--- config.mk ---
export PLATFORM = sky130hd
export DESIGN_NAME = ad_line_sampler_flat
export DESIGN_NICKNAME = d
export VERILOG_FILES = /design/src/rtl/ad_line_sampler_if.sv /design/src/rtl/ad_line_sampler.sv /design/src/flat_wrapper.sv
export SDC_FILE = /design/constraint.sdc
export NUM_CORES = 1
export LEC_CHECK = 0
export CAP_MARGIN = 20
export CORE_UTILIZATION = 35
export CTS_CLUSTER_DIAMETER = 150
export DETAILED_ROUTE_END_ITERATION = 8
export PLACE_DENSITY_LB_ADDON = 0.15
export SYNTH_ARGS = -nofsm -noshare
export SYNTH_HDL_FRONTEND = slang
export SYNTH_SLANG_ARGS = --single-unit
--- constraint.sdc ---
create_clock -name clk -period 3.38 [get_ports clk]
set_clock_uncertainty 0.1 [all_clocks]
set_input_delay 0.338 -clock clk [delete_from_list [all_inputs] [get_ports clk]]
set_output_delay 0.338 -clock clk [all_outputs]
set_load 0.005 [all_outputs]
--- src/rtl/ad_line_sampler_if.sv ---
// Bundle for the ADC line sampler: control, raw ADC bus, runtime config, sample and status outputs.
// The master modport drives the sampler; the slave modport is the sampler itself.
interface ad_line_sampler_if #(
  parameter int DATA_W   = 12,
  parameter int CNT_W    = 16,
  parameter int VS_CNT_W = 6,
  parameter int HS_CNT_W = 10
);
  logic                enable;
  logic                vsync_redge;
  logic                hsync_redge;
  logic [DATA_W-1:0]   ad_in;
  logic [CNT_W-1:0]    delay_cfg;
  logic [CNT_W-1:0]    decim_cfg;
  logic [CNT_W-1:0]    spl_cfg;
  logic [DATA_W-1:0]   sample_data_o;
  logic                sample_valid_o;
  logic                line_done_o;
  logic                frame_done_o;
  logic                line_err_o;
  logic                frame_err_o;
  logic [VS_CNT_W-1:0] vs_cnt_o;
  logic [HS_CNT_W-1:0] hs_cnt_o;

  modport master (
    output enable, vsync_redge, hsync_redge, ad_in, delay_cfg, decim_cfg, spl_cfg,
    input  sample_data_o, sample_valid_o, line_done_o, frame_done_o, line_err_o,
           frame_err_o, vs_cnt_o, hs_cnt_o
  );
  modport slave (
    input  enable, vsync_redge, hsync_redge, ad_in, delay_cfg, decim_cfg, spl_cfg,
    output sample_data_o, sample_valid_o, line_done_o, frame_done_o, line_err_o,
           frame_err_o, vs_cnt_o, hs_cnt_o
  );
endinterface

--- src/rtl/ad_line_sampler.sv ---
// Line-synchronous ADC capture: frame on vsync, line on hsync, per-line delay, then decimated samples.
// Config is shadowed at each line start; a line-ending hsync immediately starts the next line.
module ad_line_sampler #(
  parameter int DATA_W          = 12,
  parameter int LINES_PER_FRAME = 90,
  parameter bit BIT_REVERSE     = 1'b1,
  parameter int CNT_W           = 16,
  parameter int VS_CNT_W        = 6,
  parameter int HS_CNT_W        = 10
) (
  input  logic              clk,
  input  logic              rst,
  ad_line_sampler_if.slave  bus
);
  localparam logic [1:0] S_WAIT_VS = 2'd0;
  localparam logic [1:0] S_WAIT_HS = 2'd1;
  localparam logic [1:0] S_DELAY   = 2'd2;
  localparam logic [1:0] S_SAMPLE  = 2'd3;

  localparam logic [HS_CNT_W-1:0] LAST_LINE = HS_CNT_W'(LINES_PER_FRAME);

  logic [1:0]          state_q, state_d;
  logic [VS_CNT_W-1:0] vs_cnt_q, vs_cnt_d;
  logic [HS_CNT_W-1:0] hs_cnt_q, hs_cnt_d;
  logic [CNT_W-1:0]    delay_cnt_q, delay_cnt_d;
  logic [CNT_W-1:0]    dec_cnt_q, dec_cnt_d;
  logic [CNT_W-1:0]    samp_cnt_q, samp_cnt_d;
  logic [CNT_W-1:0]    dly_lat_q, dly_lat_d;
  logic [CNT_W-1:0]    dec_lat_q, dec_lat_d;
  logic [CNT_W-1:0]    spl_lat_q, spl_lat_d;
  logic [DATA_W-1:0]   data_q, data_d;
  logic                valid_q, valid_d;
  logic                line_done_q, line_done_d;
  logic                frame_done_q, frame_done_d;
  logic                line_err_q, line_err_d;
  logic                frame_err_q, frame_err_d;

  logic [DATA_W-1:0]   ad_ord;
  logic                resync, line_start, line_end, hs_end, take, last;

  always_comb begin
    ad_ord = bus.ad_in;
    if (BIT_REVERSE)
      for (int i = 0; i < DATA_W; i++) ad_ord[i] = bus.ad_in[DATA_W-1-i];
  end

  always_comb begin
    state_d      = state_q;
    vs_cnt_d     = vs_cnt_q;
    hs_cnt_d     = hs_cnt_q;
    delay_cnt_d  = delay_cnt_q;
    dec_cnt_d    = dec_cnt_q;
    samp_cnt_d   = samp_cnt_q;
    dly_lat_d    = dly_lat_q;
    dec_lat_d    = dec_lat_q;
    spl_lat_d    = spl_lat_q;
    data_d       = data_q;
    valid_d      = 1'b0;
    line_done_d  = 1'b0;
    frame_done_d = 1'b0;
    line_err_d   = 1'b0;
    frame_err_d  = 1'b0;
    resync       = 1'b0;
    line_start   = 1'b0;
    line_end     = 1'b0;
    hs_end       = 1'b0;
    last         = (spl_lat_q != '0) && ((samp_cnt_q + CNT_W'(1)) == spl_lat_q);
    take         = 1'b0;

    case (state_q)
      S_WAIT_VS: begin
        if (bus.vsync_redge && bus.enable) begin
          state_d  = S_WAIT_HS;
          vs_cnt_d = vs_cnt_q + VS_CNT_W'(1);
          hs_cnt_d = '0;
        end
      end
      S_WAIT_HS: begin
        if (bus.vsync_redge)      resync     = 1'b1;
        else if (bus.hsync_redge) line_start = 1'b1;
      end
      S_DELAY: begin
        if (bus.vsync_redge) resync = 1'b1;
        else if (bus.hsync_redge) begin
          line_err_d = 1'b1;
          line_end   = 1'b1;
          hs_end     = 1'b1;
        end else if (delay_cnt_q == dly_lat_q) begin
          state_d    = S_SAMPLE;
          dec_cnt_d  = '0;
          samp_cnt_d = '0;
        end else begin
          delay_cnt_d = delay_cnt_q + CNT_W'(1);
        end
      end
      default: begin
        if (bus.vsync_redge) resync = 1'b1;
        else begin
          // A same-cycle hsync suppresses the sample unless it is the line's final one.
          take      = (dec_cnt_q == '0) && (!bus.hsync_redge || last);
          dec_cnt_d = (dec_cnt_q == dec_lat_q) ? '0 : dec_cnt_q + CNT_W'(1);
          if (take) begin
            data_d     = ad_ord;
            valid_d    = 1'b1;
            samp_cnt_d = samp_cnt_q + CNT_W'(1);
          end
          if (bus.hsync_redge || (take && last)) begin
            line_end = 1'b1;
            hs_end   = bus.hsync_redge;
          end
        end
      end
    endcase

    if (resync) begin
      frame_err_d = 1'b1;
      vs_cnt_d    = vs_cnt_q + VS_CNT_W'(1);
      hs_cnt_d    = '0;
      state_d     = bus.enable ? S_WAIT_HS : S_WAIT_VS;
    end

    if (line_end) begin
      line_done_d = 1'b1;
      if (hs_cnt_q == LAST_LINE) begin
        frame_done_d = 1'b1;
        state_d      = S_WAIT_VS;
      end else if (hs_end) line_start = 1'b1;
      else                 state_d    = S_WAIT_HS;
    end

    if (line_start) begin
      hs_cnt_d    = hs_cnt_q + HS_CNT_W'(1);
      delay_cnt_d = '0;
      dly_lat_d   = bus.delay_cfg;
      dec_lat_d   = bus.decim_cfg;
      spl_lat_d   = bus.spl_cfg;
      state_d     = S_DELAY;
    end
  end

  always_ff @(posedge clk) begin
    if (rst) begin
      state_q      <= S_WAIT_VS;
      vs_cnt_q     <= '0;
      hs_cnt_q     <= '0;
      delay_cnt_q  <= '0;
      dec_cnt_q    <= '0;
      samp_cnt_q   <= '0;
      dly_lat_q    <= '0;
      dec_lat_q    <= '0;
      spl_lat_q    <= '0;
      data_q       <= '0;
      valid_q      <= 1'b0;
      line_done_q  <= 1'b0;
      frame_done_q <= 1'b0;
      line_err_q   <= 1'b0;
      frame_err_q  <= 1'b0;
    end else begin
      state_q      <= state_d;
      vs_cnt_q     <= vs_cnt_d;
      hs_cnt_q     <= hs_cnt_d;
      delay_cnt_q  <= delay_cnt_d;
      dec_cnt_q    <= dec_cnt_d;
      samp_cnt_q   <= samp_cnt_d;
      dly_lat_q    <= dly_lat_d;
      dec_lat_q    <= dec_lat_d;
      spl_lat_q    <= spl_lat_d;
      data_q       <= data_d;
      valid_q      <= valid_d;
      line_done_q  <= line_done_d;
      frame_done_q <= frame_done_d;
      line_err_q   <= line_err_d;
      frame_err_q  <= frame_err_d;
    end
  end

  assign bus.sample_data_o  = data_q;
  assign bus.sample_valid_o = valid_q;
  assign bus.line_done_o    = line_done_q;
  assign bus.frame_done_o   = frame_done_q;
  assign bus.line_err_o     = line_err_q;
  assign bus.frame_err_o    = frame_err_q;
  assign bus.vs_cnt_o       = vs_cnt_q;
  assign bus.hs_cnt_o       = hs_cnt_q;
endmodule

--- src/flat_wrapper.sv ---
// flat-port wrapper written by rule: the top's interface ports become plain ports
module ad_line_sampler_flat 
#(
  parameter int DATA_W          = 12,
  parameter int LINES_PER_FRAME = 90,
  parameter bit BIT_REVERSE     = 1'b1,
  parameter int CNT_W           = 16,
  parameter int VS_CNT_W        = 6,
  parameter int HS_CNT_W        = 10
)
  (clk, rst, bus_enable, bus_vsync_redge, bus_hsync_redge, bus_ad_in, bus_delay_cfg, bus_decim_cfg, bus_spl_cfg, bus_sample_data_o, bus_sample_valid_o, bus_line_done_o, bus_frame_done_o, bus_line_err_o, bus_frame_err_o, bus_vs_cnt_o, bus_hs_cnt_o);
  ad_line_sampler_if #(.DATA_W(DATA_W), .CNT_W(CNT_W), .VS_CNT_W(VS_CNT_W), .HS_CNT_W(HS_CNT_W)) bus_i ();
  input  logic clk;
  input  logic rst;
  input wire logic [$bits(bus_i.enable)-1:0] bus_enable;
  input wire logic [$bits(bus_i.vsync_redge)-1:0] bus_vsync_redge;
  input wire logic [$bits(bus_i.hsync_redge)-1:0] bus_hsync_redge;
  input wire logic [$bits(bus_i.ad_in)-1:0] bus_ad_in;
  input wire logic [$bits(bus_i.delay_cfg)-1:0] bus_delay_cfg;
  input wire logic [$bits(bus_i.decim_cfg)-1:0] bus_decim_cfg;
  input wire logic [$bits(bus_i.spl_cfg)-1:0] bus_spl_cfg;
  output wire logic [$bits(bus_i.sample_data_o)-1:0] bus_sample_data_o;
  output wire logic [$bits(bus_i.sample_valid_o)-1:0] bus_sample_valid_o;
  output wire logic [$bits(bus_i.line_done_o)-1:0] bus_line_done_o;
  output wire logic [$bits(bus_i.frame_done_o)-1:0] bus_frame_done_o;
  output wire logic [$bits(bus_i.line_err_o)-1:0] bus_line_err_o;
  output wire logic [$bits(bus_i.frame_err_o)-1:0] bus_frame_err_o;
  output wire logic [$bits(bus_i.vs_cnt_o)-1:0] bus_vs_cnt_o;
  output wire logic [$bits(bus_i.hs_cnt_o)-1:0] bus_hs_cnt_o;
  assign bus_i.enable = bus_enable;
  assign bus_i.vsync_redge = bus_vsync_redge;
  assign bus_i.hsync_redge = bus_hsync_redge;
  assign bus_i.ad_in = bus_ad_in;
  assign bus_i.delay_cfg = bus_delay_cfg;
  assign bus_i.decim_cfg = bus_decim_cfg;
  assign bus_i.spl_cfg = bus_spl_cfg;
  assign bus_sample_data_o = bus_i.sample_data_o;
  assign bus_sample_valid_o = bus_i.sample_valid_o;
  assign bus_line_done_o = bus_i.line_done_o;
  assign bus_frame_done_o = bus_i.frame_done_o;
  assign bus_line_err_o = bus_i.line_err_o;
  assign bus_frame_err_o = bus_i.frame_err_o;
  assign bus_vs_cnt_o = bus_i.vs_cnt_o;
  assign bus_hs_cnt_o = bus_i.hs_cnt_o;
  ad_line_sampler #(.DATA_W(DATA_W), .LINES_PER_FRAME(LINES_PER_FRAME), .BIT_REVERSE(BIT_REVERSE), .CNT_W(CNT_W), .VS_CNT_W(VS_CNT_W), .HS_CNT_W(HS_CNT_W)) u_core (.clk(clk), .rst(rst), .bus(bus_i));
endmodule
==> report_table.html <==
<table>
<tr><th>Metric</th><th>Value</th></tr>
<tr><th colspan="2">Worst hold path</th></tr>
<tr><td>Startpoint of the worst hold path</td><td>bus_delay_cfg[14]</td></tr>
<tr><td>Worst Hold Path Cells</td><td>3</td></tr>
<tr><td>Path type of the worst min-delay path</td><td>in -&gt; reg</td></tr>
<tr><td>Hold EP</td><td>u_core.dly_lat_q[14]</td></tr>
<tr><th colspan="2">Clock tree</th></tr>
<tr><td>Resize count post-CTS</td><td>0</td></tr>
<tr><td>Number of buffers on the longest clock path</td><td>2</td></tr>
<tr><td>Quantity of hold-fixing buffers added after cts</td><td>0</td></tr>
<tr><td>TritonCTS clock tree</td><td>yes</td></tr>
<tr><td>Clk root buf</td><td>sky130_fd_sc_hd__clkbuf_16</td></tr>
<tr><td>Clock insertion delay at the later pin of the skew report</td><td>430 ps</td></tr>
<tr><td>Clock Pin Slew Worst Setup and Hold Paths</td><td>60 ps</td></tr>
<tr><td>Number of buffers inserted by post-CTS setup repair</td><td>0</td></tr>
<tr><td># clock sinks</td><td>131</td></tr>
<tr><td>H-tree level count</td><td>4</td></tr>
<tr><td>Number of buffers created by CTS</td><td>17</td></tr>
<tr><th colspan="2">Yosys</th></tr>
<tr><td>Avg Synthesized Cell Area</td><td>8.121 um^2</td></tr>
<tr><td>Area share of the largest cell type after synthesis</td><td>0.4103</td></tr>
<tr><td>Warnings from Yosys</td><td>0</td></tr>
<tr><td>Ys async rst share</td><td>0</td></tr>
<tr><td>Mapped Nets</td><td>859</td></tr>
<tr><td>Most instantiated library cell after synthesis</td><td>sky130_fd_sc_hd__dfxtp_1</td></tr>
<tr><td>Unique masters post-synth</td><td>58</td></tr>
<tr><td>Synthesized area</td><td>0.006391 mm^2</td></tr>
<tr><td>Cell types with the highest counts after synthesis</td><td>sky130_fd_sc_hd__dfxtp_1 (131), sky130_fd_sc_hd__nand2_1 (123), sky130_fd_sc_hd__nor2_1 (84)</td></tr>
<tr><td>Top_reg_cell synth</td><td>sky130_fd_sc_hd__dfxtp_1</td></tr>
<tr><td>Top area cells in the synthesized netlist</td><td>sky130_fd_sc_hd__dfxtp_1 (41%), sky130_fd_sc_hd__xnor2_1 (9.0%), sky130_fd_sc_hd__nand2_1 (7.2%), sky130_fd_sc_hd__a21oi_1 (5.6%), sky130_fd_sc_hd__nor2_1 (4.9%)</td></tr>
<tr><td>Number of enable-type register cells in the synthesized netlist</td><td>0</td></tr>
<tr><td>Number of instances in the synthesized netlist</td><td>787</td></tr>
<tr><td>Sequential cell area fraction in the yosys report</td><td>0.4103</td></tr>
<tr><td>Cell accounting for the most synthesized area</td><td>sky130_fd_sc_hd__dfxtp_1</td></tr>
<tr><td>Number of register bits inferred by synthesis</td><td>131</td></tr>
<tr><th colspan="2">Place</th></tr>
<tr><td>Final weighted congestion of routability-driven global placement</td><td>0.9371</td></tr>
<tr><td>DPL Wire Length</td><td>11,860 um</td></tr>
<tr><td>Area of placed instances</td><td>0.007674 mm^2</td></tr>
<tr><td>Instance count after placement with tap cells included</td><td>1,096</td></tr>
<tr><td>Port Buffer Count</td><td>97</td></tr>
<tr><th colspan="2">Floorplan</th></tr>
<tr><td>Core area</td><td>0.01790 mm^2</td></tr>
<tr><td>Count of pins on the block boundary</td><td>98</td></tr>
<tr><td>Placement row count</td><td>49</td></tr>
<tr><td>Die span in x</td><td>137.1 um</td></tr>
<tr><td>Overall die height</td><td>137.1 um</td></tr>
<tr><td>Total Die Area</td><td>0.01880 mm^2</td></tr>
<tr><td>Starting Density</td><td>0.3570</td></tr>
<tr><th colspan="2">Layout</th></tr>
<tr><td>Area taken by multi-input logic gates</td><td>0.003557 mm^2</td></tr>
<tr><td>Diodes inserted</td><td>0</td></tr>
<tr><td>Register cell area after layout</td><td>0.002623 mm^2</td></tr>
<tr><td>Net count reported at finish</td><td>958</td></tr>
<tr><td>Share of post-route cells with drive strength above 1</td><td>0.07564</td></tr>
<tr><td>Layout area overhead</td><td>29.48%</td></tr>
<tr><td>Final Non-Filler Cells</td><td>1,128</td></tr>
<tr><td>Filler cell count in the final layout</td><td>1,827</td></tr>
<tr><td>Utilization after layout</td><td>0.4623</td></tr>
<tr><td>Final instance area</td><td>0.008275 mm^2</td></tr>
<tr><th colspan="2">Critical path</th></tr>
<tr><td>Data arrival time of the critical path</td><td>3320 ps</td></tr>
<tr><td>Most common cell on crit path</td><td>sky130_fd_sc_hd__buf_4</td></tr>
<tr><td>R2R Path End</td><td>u_core.bus.sample_data_o[10]</td></tr>
<tr><td>Series of cell instances along the critical path</td><td>ha_1, and3_1, buf_4, and3_1, nor4_2, o311ai_1, nor4b_4, buf_4, o211ai_4, buf_4, mux2i_1, nor2_1</td></tr>
<tr><td>Slowest CP cell</td><td>sky130_fd_sc_hd__nor4b_4</td></tr>
<tr><td>Critical Path Start Type</td><td>register</td></tr>
<tr><td>Register-to-Register Setup Slack</td><td>240 ps</td></tr>
<tr><td>Critical path capture point type</td><td>register</td></tr>
<tr><td>Worst Path Max Fanout</td><td>14</td></tr>
<tr><td>Data required, critical path</td><td>3570 ps</td></tr>
<tr><td>Category of the critical setup timing path</td><td>reg -&gt; reg</td></tr>
<tr><td>Startpoint of the lowest-slack register-to-register path</td><td>u_core.samp_cnt_q[1]</td></tr>
<tr><td>Critical path origin</td><td>u_core.samp_cnt_q[1]</td></tr>
<tr><td>Cell depth of the worst flop-to-flop path</td><td>12</td></tr>
<tr><td>Delay contributed by the slowest stage of the critical path</td><td>430 ps</td></tr>
<tr><th colspan="2">GRT</th></tr>
<tr><td>Total overflow reported by the global router</td><td>0</td></tr>
<tr><td>Wire length of the first global-routing pass</td><td>27,310 um</td></tr>
<tr><td>Number of antenna violations at the first check in global routing</td><td>0</td></tr>
<tr><td>Maximum number of pins on one net before global-route repair</td><td>55</td></tr>
<tr><td>Vias in the first global route</td><td>5,434</td></tr>
<tr><td>Aggregate global-route resource usage</td><td>0.1893</td></tr>
<tr><th colspan="2">Power and ir drop</th></tr>
<tr><td>Power Internal</td><td>2.800 mW</td></tr>
<tr><td>Reported leakage power</td><td>2.937 nW</td></tr>
<tr><td>Maximum vdd drop</td><td>329.9 uV</td></tr>
<tr><td>Combinational power share</td><td>0.065</td></tr>
<tr><td>Sequential cell fraction of total power</td><td>0.428</td></tr>
<tr><td>Clock network fraction of total power</td><td>0.506</td></tr>
<tr><td>Design Power</td><td>3.702 mW</td></tr>
<tr><td>Net switching fraction of the power</td><td>0.2437</td></tr>
<tr><td>Net switching power of the design</td><td>902.3 uW</td></tr>
<tr><td>Areal power density over the cells</td><td>447.3 mW/mm^2</td></tr>
<tr><th colspan="2">Route</th></tr>
<tr><td>First-iteration detailed-routing DRC count</td><td>308</td></tr>
<tr><td>DRC viols</td><td>0</td></tr>
<tr><td>Vias after detailed routing</td><td>5,729</td></tr>
<tr><td>Average routed wire per standard cell</td><td>14.90 um</td></tr>
<tr><td>Final routed wirelength across all metal layers</td><td>16,810 um</td></tr>
<tr><td>Number of iterations in the first detailed-routing pass</td><td>4</td></tr>
<tr><td>Count of nets left with antenna violations after detail routing</td><td>0</td></tr>
<tr><td>Ratio of routed vias to standard cells</td><td>5.079</td></tr>
<tr><th colspan="2">STA</th></tr>
<tr><td>Total count of hold-check failures in the final report</td><td>0</td></tr>
<tr><td>Number of max-slew violations in the final report</td><td>0</td></tr>
<tr><td>Slew of the pin with the lowest slew margin</td><td>704.7 ps</td></tr>
<tr><td>Headroom to the max-slew limit</td><td>0.5302</td></tr>
<tr><td>Final-report setup violation count</td><td>0</td></tr>
<tr><td>Final sum of negative setup slack</td><td>0 ps</td></tr>
<tr><td>Post-layout minimum cycle time</td><td>3137 ps</td></tr>
<tr><td>Max Clock Freq</td><td>0.3188 GHz</td></tr>
<tr><td>Share of the clock period used by the worst path</td><td>0.9280</td></tr>
<tr><th colspan="2">Job</th></tr>
<tr><td>Max-cap violations</td><td>0</td></tr>
<tr><th colspan="2">Outcome</th></tr>
<tr><td>Run status</td><td>finished, final reports clean</td></tr>
</table>
-- cells by family (layout without fill, tap and decap cells) --
logic type	count (synthesis)	in the layout	synth area share
flops	131	131	0.4103
mux	14	14	0.02193
fa+ha+maj	7	7	0.01370
simple gates	348	348	0.2631
compound gates	141	141	0.1341
buf+inv	58	170	0.03622
xor+xnor	88	88	0.1206
-- worst max-delay path: cells and delay by family, from the launching register on --
| kind | cells | cell delay, ps |
|---|---|---|
| and+or+nand+nor | 5 | 1250 |
| muxes | 1 | 170 |
| AOI/OAI and AO/OA | 2 | 300 |
| DFF | 1 | 340 |
| buffers and inverters | 3 | 600 |
| adders and majority gates | 1 | 240 |
-- cells in the final DEF, fill, tap and decap left out, types with 15 or more instances in the layout --
master,netlist,final
sky130_fd_sc_hd__dfxtp_1,131,131
sky130_fd_sc_hd__nand2_1,123,123
sky130_fd_sc_hd__clkdlybuf4s50_1,0,96
sky130_fd_sc_hd__nor2_1,84,84
sky130_fd_sc_hd__a21oi_1,72,72
sky130_fd_sc_hd__xnor2_1,66,66
sky130_fd_sc_hd__nand3_1,30,30
sky130_fd_sc_hd__buf_4,1,25
sky130_fd_sc_hd__o21ai_0,23,23
sky130_fd_sc_hd__xor2_1,22,22
sky130_fd_sc_hd__nand4_1,21,21
sky130_fd_sc_hd__clkbuf_16,0,17
sky130_fd_sc_hd__nor3_1,16,16
sky130_fd_sc_hd__inv_1,15,15
sky130_fd_sc_hd__nor4_1,16,15
-- how the worst max path moves through the flow --
stage | end | cells after the start
2_1_floorplan | u_core.samp_cnt_q[8] | 11
3_3_place_gp | u_core.bus.sample_data_o[4] | 10
3_5_place_dp | u_core.bus.sample_data_o[10] | 12
4_1_cts | u_core.bus.sample_data_o[9] | 12
5_1_grt | u_core.bus.sample_data_o[9] | 12
6_report | u_core.bus.sample_data_o[10] | 12
-- layout make-up --
class | instances | area share
Clock buffer | 18 | 0.05186
Inverter | 16 | 0.007257
Clock inverter | 14 | 0.02011
Sequential cell | 131 | 0.3169
Multi-Input combinational cell | 598 | 0.4298
Timing Repair Buffer | 122 | 0.1394
Tap cell | 229 | 0.03462
-- per-stage QoR --
stage	hold slack, ps	worst slack, ps
3_3_place_gp	359.1	284.0
2_1_floorplan	313.7	91.47
5_1_grt	336.2	-10.97
6_report	351.6	243.2
4_1_cts	335.6	210.2
3_5_place_dp	363.6	236.4
-- state kept, by name, summed over array words and instances, names as in the netlist, 2 cells and up --
name                      cells
u_core.bus.hs_cnt_o          10
u_core.bus.sample_data_o     12
u_core.bus.vs_cnt_o           6
u_core.dec_cnt_q             16
u_core.dec_lat_q             16
u_core.delay_cnt_q           16
u_core.dly_lat_q             16
u_core.samp_cnt_q            16
u_core.spl_lat_q             16
u_core.state_q                2
-- power by group through the flow --
stage          combinational (mW)  clock [mW]  sequential (mW)
6_report                    0.242        1.87             1.59
5_1_grt                     0.267        2.00             1.59
4_1_cts                     0.245        1.92             1.59
3_5_place_dp                0.243           0             1.62
3_3_place_gp                0.243           0             1.62
2_1_floorplan               0.122           0             1.61
-- metal layers --
metal / up-vias / GRT usage / routed length (um)
li1: 2922 / - / -
met1: 2666 / 0.2365 / 7903
met2: 113 / 0.3086 / 7895
met3: 28 / 0.05037 / 644
met4: 0 / 0.07326 / 368
met5: - / 0 / 0
(Power assumes the default switching activity.)
